--- src/rtl/register_scoreboard.sv ---
// Issue scoreboard between decode and execute: counts in-flight writes per
// architectural register and holds decode on RAW, WAW-saturation or capacity hazards.
module register_scoreboard #(
   parameter int NUM_REGISTERS           = 32,
   parameter int MAX_PENDING             = 3,
   parameter int MAX_IN_FLIGHT           = 8,
   parameter int REGISTER_INDEXING_WIDTH = $clog2(NUM_REGISTERS)
) (
   input  logic                                   clk,
   input  logic                                   rst,
   input  logic                                   issue_done_in,
   output logic                                   issue_stall_out,
   input  logic [REGISTER_INDEXING_WIDTH-1:0]     read_register_1_in,
   input  logic                                   read_register_1_valid_in,
   input  logic [REGISTER_INDEXING_WIDTH-1:0]     read_register_2_in,
   input  logic                                   read_register_2_valid_in,
   input  logic [REGISTER_INDEXING_WIDTH-1:0]     write_register_in,
   input  logic                                   write_register_valid_in,
   output logic                                   execute_done_out,
   input  logic                                   execute_stall_in,
   input  logic                                   retire_valid_in,
   input  logic [REGISTER_INDEXING_WIDTH-1:0]     retire_register_in,
   input  logic                                   flush_in,
   output logic [NUM_REGISTERS-1:0]               pending_mask_out,
   output logic [$clog2(MAX_IN_FLIGHT+1)-1:0]     in_flight_count_out,
   output logic                                   retire_error_out
);

   localparam int CNT_W = $clog2(MAX_PENDING + 1);
   localparam int TOT_W = $clog2(MAX_IN_FLIGHT + 1);
   localparam int RIW   = REGISTER_INDEXING_WIDTH;

   logic [CNT_W-1:0] count [NUM_REGISTERS];
   logic [TOT_W-1:0] total;
   logic             retire_error;

   logic rs1_nz, rs2_nz, rd_nz, rr_nz;
   logic hazard_1, hazard_2, waw_full, total_full, blocked;
   logic transfer, inc, retire_hit, retire_err;

   // Hazard detection looks only at registered counts, so a same-cycle retire never unblocks.
   always_comb begin
      rs1_nz     = read_register_1_in != '0;
      rs2_nz     = read_register_2_in != '0;
      rd_nz      = write_register_in != '0;
      rr_nz      = retire_register_in != '0;
      hazard_1   = read_register_1_valid_in && rs1_nz && (count[read_register_1_in] != '0);
      hazard_2   = read_register_2_valid_in && rs2_nz && (count[read_register_2_in] != '0);
      waw_full   = write_register_valid_in && rd_nz &&
                   (count[write_register_in] == CNT_W'(MAX_PENDING));
      total_full = (total == TOT_W'(MAX_IN_FLIGHT)) && write_register_valid_in && rd_nz;
      blocked    = hazard_1 || hazard_2 || waw_full || total_full || flush_in;
   end

   always_comb begin
      execute_done_out = !rst && issue_done_in && !blocked;
      issue_stall_out  = rst || blocked || execute_stall_in;
      transfer         = execute_done_out && !execute_stall_in;
      inc              = transfer && write_register_valid_in && rd_nz;
      retire_hit       = retire_valid_in && rr_nz && !flush_in &&
                         (count[retire_register_in] != '0);
      retire_err       = retire_valid_in && rr_nz && !flush_in &&
                         (count[retire_register_in] == '0);
   end

   // An issue and a retire hitting the same register cancel out.
   always_ff @(posedge clk or posedge rst) begin
      if (rst) begin
         for (int i = 0; i < NUM_REGISTERS; i++) begin
            count[i] <= '0;
         end
         total        <= '0;
         retire_error <= 1'b0;
      end else if (flush_in) begin
         for (int i = 0; i < NUM_REGISTERS; i++) begin
            count[i] <= '0;
         end
         total <= '0;
      end else begin
         for (int i = 0; i < NUM_REGISTERS; i++) begin
            if (inc && (write_register_in == RIW'(i)) &&
                !(retire_hit && (retire_register_in == RIW'(i)))) begin
               count[i] <= count[i] + CNT_W'(1);
            end else if (retire_hit && (retire_register_in == RIW'(i)) &&
                         !(inc && (write_register_in == RIW'(i)))) begin
               count[i] <= count[i] - CNT_W'(1);
            end
         end
         if (inc && !retire_hit) begin
            total <= total + TOT_W'(1);
         end else if (retire_hit && !inc) begin
            total <= total - TOT_W'(1);
         end
         if (retire_err) begin
            retire_error <= 1'b1;
         end
      end
   end

   always_comb begin
      pending_mask_out = '0;
      for (int i = 0; i < NUM_REGISTERS; i++) begin
         pending_mask_out[i] = count[i] != '0;
      end
      in_flight_count_out = total;
      retire_error_out    = retire_error;
   end

endmodule

--- config.mk ---
export PLATFORM = sky130hd
export DESIGN_NAME = register_scoreboard
export DESIGN_NICKNAME = d
export VERILOG_FILES = /design/src/rtl/register_scoreboard.sv
export SDC_FILE = /design/constraint.sdc
export NUM_CORES = 1
export LEC_CHECK = 0
export ABC_AREA = 1
export BUFFER_PORTS_ARGS = -buffer_cell sky130_fd_sc_hd__buf_2
export CORE_MARGIN = 5
export CORE_UTILIZATION = 40
export CTS_CLUSTER_SIZE = 8
export DETAILED_ROUTE_END_ITERATION = 16
export PLACE_DENSITY_LB_ADDON = 0.3
export SYNTH_ARGS = -nofsm -noshare
export SYNTH_HDL_FRONTEND = slang
export SYNTH_SLANG_ARGS = --single-unit
--- constraint.sdc ---
create_clock -name clk -period 3.45 [get_ports clk]
set_input_delay 0.1725 -clock clk [delete_from_list [all_inputs] [get_ports clk]]
set_output_delay 0.1725 -clock clk [all_outputs]
set_load 0.005 [all_outputs]
# [Yosys cells after proc, flatten, opt, wreduce, memory -nomap -nowiden]
# Index checks and enable logic that the tools add are counted.
[word_totals] output_inout_bits=39 mem_bits_rw=0 latch_bits=0 mem_bits_ro=0 input_bits=29 n_memories=0 wordCells=552 regBits=69
[classes] addsub=66 n_eq_ne=64 order_cmp=4 div_mod_pow=0 multipliers=0 n_reduce_logical=299 shift=0 n_mux=80 bitwise_logic=5
[ops] op="5-bit equality test (second input constant)" n=32
[ops] op="1-bit logical AND" n=147
[ops] op="2-bit 2-to-1 mux" n=72
[ops] op="3-bit nonzero test" n=33
[ops] op="5-bit by 4-bit equality test with 1-bit output (second input constant)" n=16
[ops] op="1-bit logical NOT" n=70
[ops] op="2-bit nonzero test" n=35
[ops] op="2-bit by 1-bit adder with 2-bit output (second input constant)" n=32
[ops] op="64-bit 2-to-1 mux" n=1
[ops] op="2-bit by 1-bit subtractor with 2-bit output (second input constant)" n=32
[ops] op="2-bit binary-select mux with 5-bit select" n=4
[ops] op="5-bit by 3-bit equality test with 1-bit output (second input constant)" n=8
[ops] op="6-bit >= comparator (second input constant)" n=4
[ops] op="5-bit inverter with 6-bit output" n=4
[ops] op="5-bit by 2-bit equality test with 1-bit output (second input constant)" n=4
[ops] op="5-bit nonzero test" n=4
[ops] op="4-bit 2-to-1 mux" n=3
[ops] op="5-bit by 1-bit equality test with 1-bit output (second input constant)" n=2
[ops] op="5-bit logical NOT" n=2
[ops] op="1-bit logical OR" n=6
[ops] op="4-bit by 1-bit adder with 4-bit output (second input constant)" n=1
[ops] op="4-bit equality test (second input constant)" n=1
[ops] op="4-bit by 1-bit subtractor with 4-bit output (second input constant)" n=1
[ops] op="2-bit equality test (second input constant)" n=1
[ops] op="other kinds (3)" n=3

# [Depth between registers and ports, before layout]
[depth] depth_word=21 ltp_mapped=25 ltp_nobuf=23

# [Worst setup path after synthesis]
# No wires, ideal clock.
[synth_timing] kind="register to register" startpoint="register count[45] (netlist bit)" endpoint="register total[3] (netlist: in_flight_count_out[3])" t_arrival_ns=2.409 t_required_ns=3.332 path_buffers=1 setup_ns=0.118 path_stages_with_launch=20 setup_slack_ns=0.923 period_less_slack_ns=2.527 path_cell_list="dfrtp_1 > or2_1 > buf_6 > o21ai_2 > nand2_1 > nand2_1 > nand2_1 > nand3_1 > nand2_1 > nand2_1 > nand3_1 > nor2_4 > nand4_2 > ha_1 > nand2_1 > nand2_1 > a31oi_1 > nand3_1 > nand3_1 > nand2_1"
[synth_between] elab_chain_cells=17 elab_cells_between_ends=36 cone_classes="eq/ne: 1; mux: 14; reduce/logical: 21"
[synth_lines] item="start: declaration" line_no="33" rtl="logic [CNT_W-1:0] count [NUM_REGISTERS];"
[synth_lines] item="start signal: indexed assignment" line_no="83" rtl="count[i] <= count[i] + CNT_W'(1);"
[synth_lines] item="start signal: indexed assignment" line_no="86" rtl="count[i] <= count[i] - CNT_W'(1);"
[synth_lines] item="2-bit binary-select mux with 5-bit select (on tied branches)" line_no="47, 48"
[synth_lines] item="2-bit 2-to-1 mux (on tied branches) (2 in a row)" line_no="47, 48"
[synth_lines] item="2-bit nonzero test (on tied branches)" line_no="47, 48"
[synth_lines] item="1-bit logical AND (on tied branches)" line_no="47, 48"
[synth_lines] item="1-bit logical OR (4 in a row)" line_no="52" rtl="blocked = hazard_1 || hazard_2 || waw_full || total_full || flush_in;"
[synth_lines] item="1-bit logical NOT" line_no="56" rtl="execute_done_out = !rst && issue_done_in && !blocked;"
[synth_lines] item="1-bit logical AND" line_no="56"
[synth_lines] item="1-bit logical AND" line_no="58" rtl="transfer = execute_done_out && !execute_stall_in;"
[synth_lines] item="1-bit logical AND (2 in a row)" line_no="59" rtl="inc = transfer && write_register_valid_in && rd_nz;"
[synth_lines] item="1-bit logical AND or 1-bit logical NOT (tied branches)" line_no="89, 91"
[synth_lines] item="4-bit 2-to-1 mux or 1-bit logical AND (tied branches)" line_no="89, 91"
[synth_lines] item="4-bit 2-to-1 mux or 3-bit nonzero test (tied branches)"
[synth_lines] item="end signal: assignment" line_no="90" rtl="total <= total + TOT_W'(1);"
[synth_lines] item="end signal: assignment" line_no="92" rtl="total <= total - TOT_W'(1);"
[synth_lines] item="end: declaration" line_no="34" rtl="logic [TOT_W-1:0] total;"
# Parallel ways exist; a longest one is shown, timed or not. The select of a mux whose other input is x is not followed.
# A chain may end at the register's enable or synchronous reset.

# [Worst setup path after layout]
[layout_timing] startpoint="register count[49] (netlist bit)" endpoint="register total[3] (netlist: in_flight_count_out[3])"
# The elaborated chain is that of the path after synthesis.

==> flow_summary.yaml <==
die:
  initial_utilization_pct: 40.3
  dieArea_um2: 20700
  die_w_um: 144
  dieHeight_um: 144
  ios: 68
  rows: 49
  coreArea_um2: 17800
clocking:
  insertion_delay_ns: 0.35
  cts.sinks: 69
  cts-buffers-inserted: 9
  root_buffer: "clkbuf_16"
  clkTransAtPathRegs_ns: 0.06
  clockBufferDepth: 2
  cts_tree: "yes"
  cts_max_level: 3
synthesis:
  muxShareOfSynthArea_pct: 0
  avgSynthCellArea_um2: 5.68
  synth-edff-count: 0
  syn_nets: 1294
  synth_top_family_by_area: "simple AND/OR/NAND/NOR gates"
  synthFlopType: "dfrtp_1"
  syn_inst: 1261
  ys_ff_latch: 69
  synthSimpleGateAreaFrac_pct: 54.8
  yosysWarnings: 0
  synthAdderAreaFrac_pct: 0.803
  synth_compound_area_share_pct: 6.16
  synthArstFlopShare_pct: 100
  ys_types: 44
  synth-xor-area-share_pct: 0.122
  netlist_area_um2: 7170
  synth-seq-area-share_pct: 24.1
worst_setup_path:
  crit_fanout: 6
  cp_slowest_cell: "dfrtp_1"
  required_ns: 3.69
  worstPathCellList: "nor2_1 > inv_1 > nand2_1 > nand3_1 > nand3_1 > nand3_1 > nand2_1 > nand2_1 > nand3_1 > nand3_1 > nor2_4 > nand4_2 > ha_1 > nand2_1 > nand2_1 > a31oi_1 > nand3_1 > nand3_1 > nand2_1"
  critPathLaunch: "count[49]"
  cp_top_family: "simple AND/OR/NAND/NOR gates"
  endpoint_kind: "flip-flop"
  cp-start-kind: "flip-flop"
  path_class: "flip-flop to flip-flop"
  r2r_slack_ns: 0.53
  crit_top_cell: "nand3_1"
  r2r_cells: 19
  rr_startpoint: "count[49]"
  critPathMaxStageDelay_ns: 0.41
  cp.depth: 19
  worst-path-buf-inv: 1
  arrival_ns: 3.16
global_routing:
  grt_overflow: 0
  grt_max_degree: 80
  antenna_found_initial: 0
  grt_pass1_vias: 7704
  grt_usage_pct: 26.4
  grt_first_pass_wirelength_um: 42300
placed_design:
  dpl_cell_area_um2: 7640
  place.port_buffers: 67
  placedCellCount: 1531
  place_congestion: 1.05
  detailedPlace.worstSlack_ns: 0.415
  dp_hpwl_um: 20200
finish:
  diodes: 0
  drive_gt1_share_pct: 12.8
  layout_commonest_cell: "nand2_1"
  layout_common_cells: "nand2_1 (415), inv_1 (169), nor2_1 (163)"
  stdcell_area_um2: 7950
  instances_no_fill: 1547
  post-route-util_pct: 44.7
  area.growth.synth_to_final_pct: 10.9
  nets: 1347
route:
  vias_per_cell: 5.38
  ant_nets: 0
  drt-initial-drc-count: 835
  drc: 0
  first_pass_iters: 5
  vias: 8323
  wl_um: 26800
  wl_per_cell_um: 17.3
timing:
  timing.final.crit_share_pct: 84.7
  finalSetupTns_ns: 0
  hold_viol: 0
  setup_viol: 0
  rsz0062_at_grt: "no"
  tightestPinTransition_ns: 0.967
  fin_skew_ns: 0.00707
  min_period_ns: 2.92
  fmaxAchievable_mhz: 342
  relSlewSlack_pct: 35.6
  drv_slew: 0
  setup_slack_ns: 0.528
power:
  p_per_area_nw_per_um2: 341
  p_leak_nw: 3.90
  irDropWorstVdd_v: 0.000240
flow_run:
  maxCapViolations: 0
status:
  outcome: "completed"
hold_path:
  hold_depth: 4
  min_from: "retire_valid_in"
  hold_class: "input port to flip-flop"
## routing by layer
layer  wire, um  part of all wire (%)  track usage (%)  vias up
li1           -                     -                -     4095
met1      11100                    42             34.5     3801
met2      12100                    45             42.1      349
met3       2390                   8.9             5.99       78
met4       1130                   4.2             10.8        0
met5          0                     0                0        -
## layout make-up
class / instances / area [um2]
fill: 1933 / 9830
multi-input combinational: 956 / 4440
sequential: 69 / 1730
inverter: 195 / 734
timing repair buffer: 83 / 470
tap: 229 / 287
clock buffer: 14 / 264
clock inverter: 1 / 30.0
## cells by family (layout without fill, tap and decap cells)
kind of cell,Yosys count,count (layout)
buf+inv,236,293
simple gates,873,873
compound gates,78,78
xor+xnor,1,1
flops,69,69
fa+ha+maj,4,4
## what timing repair did
item / in CTS / in global routing
setup buffers: 0 / 0
endpoints found under the setup margin: 0 / 0
hold buffers: 1 / 0
endpoints found under the hold margin: 26 / 0
resized for setup: 0 / 0
## sequential cells by signal, summed over array words and instances (netlist names)
register	flops
count	64
in_flight_count_out	4
retire_error_out	1
## cell usage after synthesis (3+ instances only)
cell type,number,area (um2)
nor2_1,163,612
buf_4,5,37.5
ha_1,3,37.5
a22oi_1,3,22.5
nor3_1,13,65.1
nand3_2,12,120
o211ai_1,5,37.5
or2_0,6,37.5
nor2_2,13,81.3
nand3b_1,17,128
clkinv_1,9,33.8
dfrtp_1,69,1730
nand2_1,415,1560
buf_6,7,78.8
a21oi_1,11,55.1
buf_2,13,65.1
o21ai_1,23,115
o22ai_1,9,56.3
o21ai_0,21,105
inv_1,170,638
nand3_1,148,741
clkbuf_1,9,33.8
buf_1,5,18.8
inv_2,15,56.3
nor2_4,4,45.0
nand2_2,23,144
nand4_1,53,332
## worst min-delay path, stage by stage
cell and delay [ns]:
buf_2 0.08, nand3_1 0.07, inv_1 0.13, a21o_1 0.13
## through the flow
stage | power (mW) | hold WS (ns)
global route | 2.86 | 0.270
floorplan | 1.46 | 0.451
global placement | 1.73 | 0.272
detailed placement | 1.74 | 0.283
CTS | 2.71 | 0.261
finish | 2.71 | 0.268
## power breakdown
| part | internal (mW) | total, mW | switching (mW) | leakage (nW) |
|---|---|---|---|---|
| clock | 0.597 | 0.971 | 0.374 | 0.143 |
| combinational | 0.246 | 0.787 | 0.542 | 2.87 |
| sequential | 0.873 | 0.953 | 0.0802 | 0.891 |
## path summary, 6_finish.rpt
| check | end |
|---|---|
| setup / recovery | in_flight_count_out[3] |
| hold / removal | retire_error_out |
| setup reg to reg | in_flight_count_out[3] |
| hold reg to reg | retire_error_out |
| max in group asynchronous | count[56] |
| min in group asynchronous | count[2] |
No activity file was read; power rests on OpenSTA's default activity.
